--- src/rtl/fetch_stage.sv ---
// Instruction-fetch stage: holds the PC, issues one outstanding word request
// to instruction memory and hands {instr, pc, pc+4} to decode through a
// valid/ready output register backed by a single-entry skid buffer.
// Branch/jump redirects flush the output path and squash in-flight fetches.
// Optional: define FETCH_PERF_CNT_EN to add transfer/stall counters.
module fetch_stage #(
    parameter int unsigned     XLEN     = 32,
    parameter logic [XLEN-1:0] RESET_PC = '0
) (
    input  logic            clk_i,
    input  logic            rst_i,
    output logic            imem_req_o,
    output logic [XLEN-1:0] imem_addr_o,
    input  logic            imem_gnt_i,
    input  logic            imem_rvalid_i,
    input  logic [XLEN-1:0] imem_rdata_i,
    input  logic            redirect_i,
    input  logic [XLEN-1:0] redirect_pc_i,
    output logic            id_valid_o,
    input  logic            id_ready_i,
    output logic [XLEN-1:0] id_instr_o,
    output logic [XLEN-1:0] id_pc_o,
    output logic [XLEN-1:0] id_pc_plus4_o
`ifdef FETCH_PERF_CNT_EN
    ,
    output logic [31:0]     perf_fetched_o,
    output logic [31:0]     perf_stall_o
`endif
);

    localparam logic [XLEN-1:0] PC_STEP = XLEN'(4);

    typedef enum logic [1:0] {S_REQ, S_WAIT, S_HOLD} state_t;

    state_t          state_q, state_d;
    logic            req_en_q;
    logic            drop_q;
    logic [XLEN-1:0] pc_q;
    logic [XLEN-1:0] pc_next;
    logic            out_valid_q;
    logic [XLEN-1:0] out_instr_q, out_pc_q, out_pc4_q;
    logic [XLEN-1:0] skid_instr_q, skid_pc_q, skid_pc4_q;
    logic            granted;
    logic            resp;
    logic            out_free;

    assign pc_next  = pc_q + PC_STEP;
    assign granted  = imem_req_o & imem_gnt_i;
    assign resp     = (state_q == S_WAIT) & imem_rvalid_i;
    assign out_free = !out_valid_q | id_ready_i;

    assign id_valid_o    = out_valid_q;
    assign id_instr_o    = out_instr_q;
    assign id_pc_o       = out_pc_q;
    assign id_pc_plus4_o = out_pc4_q;

    // State register
    always_ff @(posedge clk_i or posedge rst_i) begin
        if (rst_i) state_q <= S_REQ;
        else       state_q <= state_d;
    end

    // Next-state logic; a redirect only changes the state where it must abandon HOLD or a returning response
    always_comb begin
        state_d = state_q;
        unique case (state_q)
            S_REQ:  if (granted) state_d = S_WAIT;
            S_WAIT: if (imem_rvalid_i) begin
                        if (drop_q || out_free) state_d = S_REQ;
                        else                    state_d = S_HOLD;
                    end
            S_HOLD: if (id_ready_i) state_d = S_REQ;
            default: state_d = S_REQ;
        endcase
        if (redirect_i && (state_q == S_HOLD || resp)) state_d = S_REQ;
    end

    // Memory request outputs; suppressed until the first edge after reset release
    always_comb begin
        imem_req_o  = req_en_q && (state_q == S_REQ);
        imem_addr_o = pc_q;
    end

    // PC, squash flag, output register and skid buffer
    always_ff @(posedge clk_i or posedge rst_i) begin
        if (rst_i) begin
            req_en_q     <= 1'b0;
            drop_q       <= 1'b0;
            pc_q         <= RESET_PC;
            out_valid_q  <= 1'b0;
            out_instr_q  <= '0;
            out_pc_q     <= '0;
            out_pc4_q    <= '0;
            skid_instr_q <= '0;
            skid_pc_q    <= '0;
            skid_pc4_q   <= '0;
        end else begin
            req_en_q <= 1'b1;
            if (redirect_i) begin
                pc_q        <= {redirect_pc_i[XLEN-1:2], 2'b00};
                out_valid_q <= 1'b0;
                drop_q      <= granted || ((state_q == S_WAIT) && !imem_rvalid_i);
            end else begin
                if (id_ready_i) out_valid_q <= 1'b0;
                if (resp) begin
                    if (drop_q) begin
                        drop_q <= 1'b0;
                    end else if (out_free) begin
                        out_valid_q <= 1'b1;
                        out_instr_q <= imem_rdata_i;
                        out_pc_q    <= pc_q;
                        out_pc4_q   <= pc_next;
                        pc_q        <= pc_next;
                    end else begin
                        skid_instr_q <= imem_rdata_i;
                        skid_pc_q    <= pc_q;
                        skid_pc4_q   <= pc_next;
                        pc_q         <= pc_next;
                    end
                end else if ((state_q == S_HOLD) && id_ready_i) begin
                    out_valid_q <= 1'b1;
                    out_instr_q <= skid_instr_q;
                    out_pc_q    <= skid_pc_q;
                    out_pc4_q   <= skid_pc4_q;
                end
            end
        end
    end

`ifdef FETCH_PERF_CNT_EN
    // Transfer and stall counters, free-running modulo 2^32
    always_ff @(posedge clk_i or posedge rst_i) begin
        if (rst_i) begin
            perf_fetched_o <= '0;
            perf_stall_o   <= '0;
        end else begin
            if (out_valid_q && id_ready_i)  perf_fetched_o <= perf_fetched_o + 32'd1;
            if (out_valid_q && !id_ready_i) perf_stall_o   <= perf_stall_o + 32'd1;
        end
    end
`endif

endmodule
--- config.mk ---
export PLATFORM = sky130hd
export DESIGN_NAME = fetch_stage
export DESIGN_NICKNAME = d
export VERILOG_FILES = /design/src/rtl/fetch_stage.sv
export SDC_FILE = /design/constraint.sdc
export NUM_CORES = 1
export LEC_CHECK = 0
export ABC_AREA = 1
export CAP_MARGIN = 5
export CORE_MARGIN = 2
export CORE_UTILIZATION = 47
export CTS_CLUSTER_SIZE = 25
export DETAILED_ROUTE_END_ITERATION = 6
export MAX_ROUTING_LAYER = met4
export PLACE_DENSITY = 0.73
export SYNTH_ARGS = -nofsm -noshare
export SYNTH_HDL_FRONTEND = slang
export SYNTH_SLANG_ARGS = --single-unit
--- constraint.sdc ---
create_clock -name clk_i -period 7.85 [get_ports clk_i]
set_input_delay 1.9625 -clock clk_i [delete_from_list [all_inputs] [get_ports clk_i]]
set_output_delay 1.9625 -clock clk_i [all_outputs]
set_load 0.1 [all_outputs]
==> results.txt <==
Fin Setup TNS -> 0 ns
Placeable Area -> 0.0212 mm^2
FMAX -> 0.205 GHz
clk root buf -> clkbuf_16
Via density -> 5.23
Slew Limit Fails -> 0
r2r startpoint -> state_q[1]
ratio of final minimum period to clock period -> 62.1%
worst hold stages -> 2
Worst Path Buf+Inv -> 2
CP delay by family, top -> compound AO/OA/AOI/OAI gates
vias post-DR -> 8851
post-synth top area cell -> dfrtp_1
post-synthesis cell area -> 0.0102 mm^2
Initial Util -> 48.3%
largest net degree at the start of global routing -> 131
final hold vios -> 0
CP Launch Type -> input pin
status -> completed
CP endpoint kind -> flop
CTS tree -> done
power density cells -> 323 mW/mm^2
RSZ-0062 raised after global routing -> false
first-pass GRT wire length -> 43200 um
Antenna diodes -> 0
top cells by area, synth -> dfrtp_1 (54%), nand2_1 (18%), o211ai_1 (5.2%)
TritonCTS Sinks -> 219
Worst R2R Setup Slack -> 4.37 ns
Final Setup Violations -> 0
Yosys warnings -> 0
min-delay src -> id_pc_plus4_o[29]
DR WL/cell -> 16.0 um
min-delay worst type -> flop to flop
worst vdd ir -> 0.000179 V
1st-pass router iterations -> 5
antenna violations before repair -> 0
Crit Path Max Fanout -> 30
initial detailed-routing violation count -> 628
setup repair bufs after CTS -> 0
Post-Syn Instances -> 1247
total wire length -> 27100 um
worst reg2reg path endpoint -> imem_addr_o[12]
hold_buf cts -> 0
top-level port count -> 200
minimum clock period after layout -> 4.87 ns
sequential-to-total area share from yosys stat -> 53.7%
Yosys top cell area share -> 53.7%
# DRC -> 0
Yosys cell types -> 31
CTS buffer count -> 24
synthesis-to-layout area growth -> 26.5%
total gr overflow -> 0
Slew HR -> 23.5%
Stages on worst setup path -> 6
clk_lat worst skew -> 0.51 ns
H-tree depth -> 1
FP Rows -> 53
Crit Path Category -> input pin to flop
Worst Tran Pin Value -> 1.14 ns
R2R depth -> 6
Port-buffer cells -> 191
vias in the first global route -> 8371
die width -> 151 um
max incr delay on CP -> 1.06 ns
PostCTS Resize Cnt -> 0
share of cells above drive strength 1 -> 4.44%
Critical Path RT -> 8.22 ns
number of placed cells counting well taps -> 1652
fin cells -> 1693
Setup Skew -> 0.0144 ns
Synth Register Bits -> 219
Clk pin slew, worst setup/hold paths -> 0.06 ns
maximum capacitance violations -> 0
crit path cell chain -> clkdlybuf4s50_1 -> nand2_2 -> o21ai_1 -> inv_1 -> a22oi_1 -> o21ai_0
antenna-violating nets left -> 0
clock buffer depth -> 3
Syn Area/Cell -> 8.19 um^2
Die Height -> 151 um
crit path DAT -> 5.24 ns
Crit-path slowest cell -> o21ai_1
gpl congestion -> 0.948
Worst Hold Margin -> 0.475 ns
nets -> 1474
Power, Total -> 4.17 mW
die footprint -> 0.0229 mm^2
P_leak -> 6.17 nW
Final HPWL DP -> 17800 um
fillers -> 1837
hold endpoint -> id_pc_plus4_o[29]
total global-route track usage -> 24.6%
## worst min-delay path, delay by kind of cell, from the launching register on
kind / cells / cell delay, ns
and+or+nand+nor: 2 / 0.10
DFF: 1 / 0.34
## flip-flops by register name (all words and copies together) (netlist names), 2 cells and up
| signal | cells |
|---|---|
| state_q | 2 |
| imem_addr_o | 30 |
| id_instr_o | 32 |
| skid_instr_q | 32 |
| skid_pc4_q | 30 |
| id_pc_o | 30 |
| id_pc_plus4_o | 30 |
| skid_pc_q | 30 |
## cell usage in the layout (no fill, tap or decap), types with 4 or more instances in the layout
master,n
dfrtp_1,219
o211ai_1,71
nand2_1,500
clkinv_2,5
o21ai_1,62
a22oi_1,15
xor2_1,12
o21ai_0,49
nand3_1,38
a21oi_1,24
nor2_1,42
clkdlybuf4s50_1,191
o221ai_1,6
nor2_2,4
clkbuf_8,5
buf_4,6
clkbuf_16,25
conb_1,7
inv_1,105
## through the flow
stage	util, %	setup WS, ns	cell area (um^2)
finish	61.0	2.98	12900
floorplan	-	3.03	10200
global route	61.0	2.83	12900
CTS	61.0	3.11	12900
global placement	57.4	2.45	12100
detailed placement	57.4	2.58	12100
## metal layers
layer  vias up  GRT usage, %  wire length, um  part of all wire, %
li1       4313             -                -                    -
met1      4201          35.4            12400                   46
met2       295          37.0            12300                   45
met3        42          3.43             1850                  6.8
met4         0          6.45              537                  2.0
met5         -             -                0                    0
## power breakdown
group	internal, mW	leakage (nW)	switching (mW)
clock	0.658	0.386	0.448
combinational	0.350	2.94	1.28
sequential	1.31	2.84	0.120
total	2.32	6.17	1.85
## Yosys cell counts (all sizes together)
cell type  count
clkbuf        22
dfrtp        219
inv          111
nand3         38
conb           2
o221ai         6
o211ai        71
o22ai          1
nor3           2
nor3b          1
or2            1
o31ai          2
nor2          49
a21oi         24
and2           2
ha             1
o21ai        112
nand2        503
a22oi         15
nand4          1
xor2          12
a41o           1
buf           51
## worst max-delay path by stage
stage | startpoint | endpoint | slack, ns
2_1_floorplan | rst_i | drop_q | 3.03
3_3_place_gp | imem_rvalid_i | imem_addr_o[12] | 2.45
3_5_place_dp | imem_rvalid_i | imem_addr_o[12] | 2.58
4_1_cts | imem_rvalid_i | imem_addr_o[12] | 3.11
5_1_grt | imem_rvalid_i | skid_instr_q[30] | 2.83
6_report | imem_rvalid_i | imem_addr_o[12] | 2.98
## layout make-up
cell class                      instances  area [um^2]  share of cell area (%)
Clock inverter                          8         71.3                   0.552
Clock buffer                           33          706                    5.47
Tap cell                              275          344                    2.66
Inverter                              111          425                    3.29
Multi-Input combinational cell        849         3910                    30.3
Timing Repair Buffer                  198         1980                    15.3
Sequential cell                       219         5480                    42.4
## logic make-up after synthesis
logic type | synth area share [%]
AO/OA/AOI/OAI | 13.8
XOR/XNOR | 1.03
adder cells (fa/ha/maj) | 0.123
buffers and inverters | 8.27
flip-flops | 53.7
other | 0.0736
AND/OR/NAND/NOR | 23.0
Power figures use the tool's default switching activity.
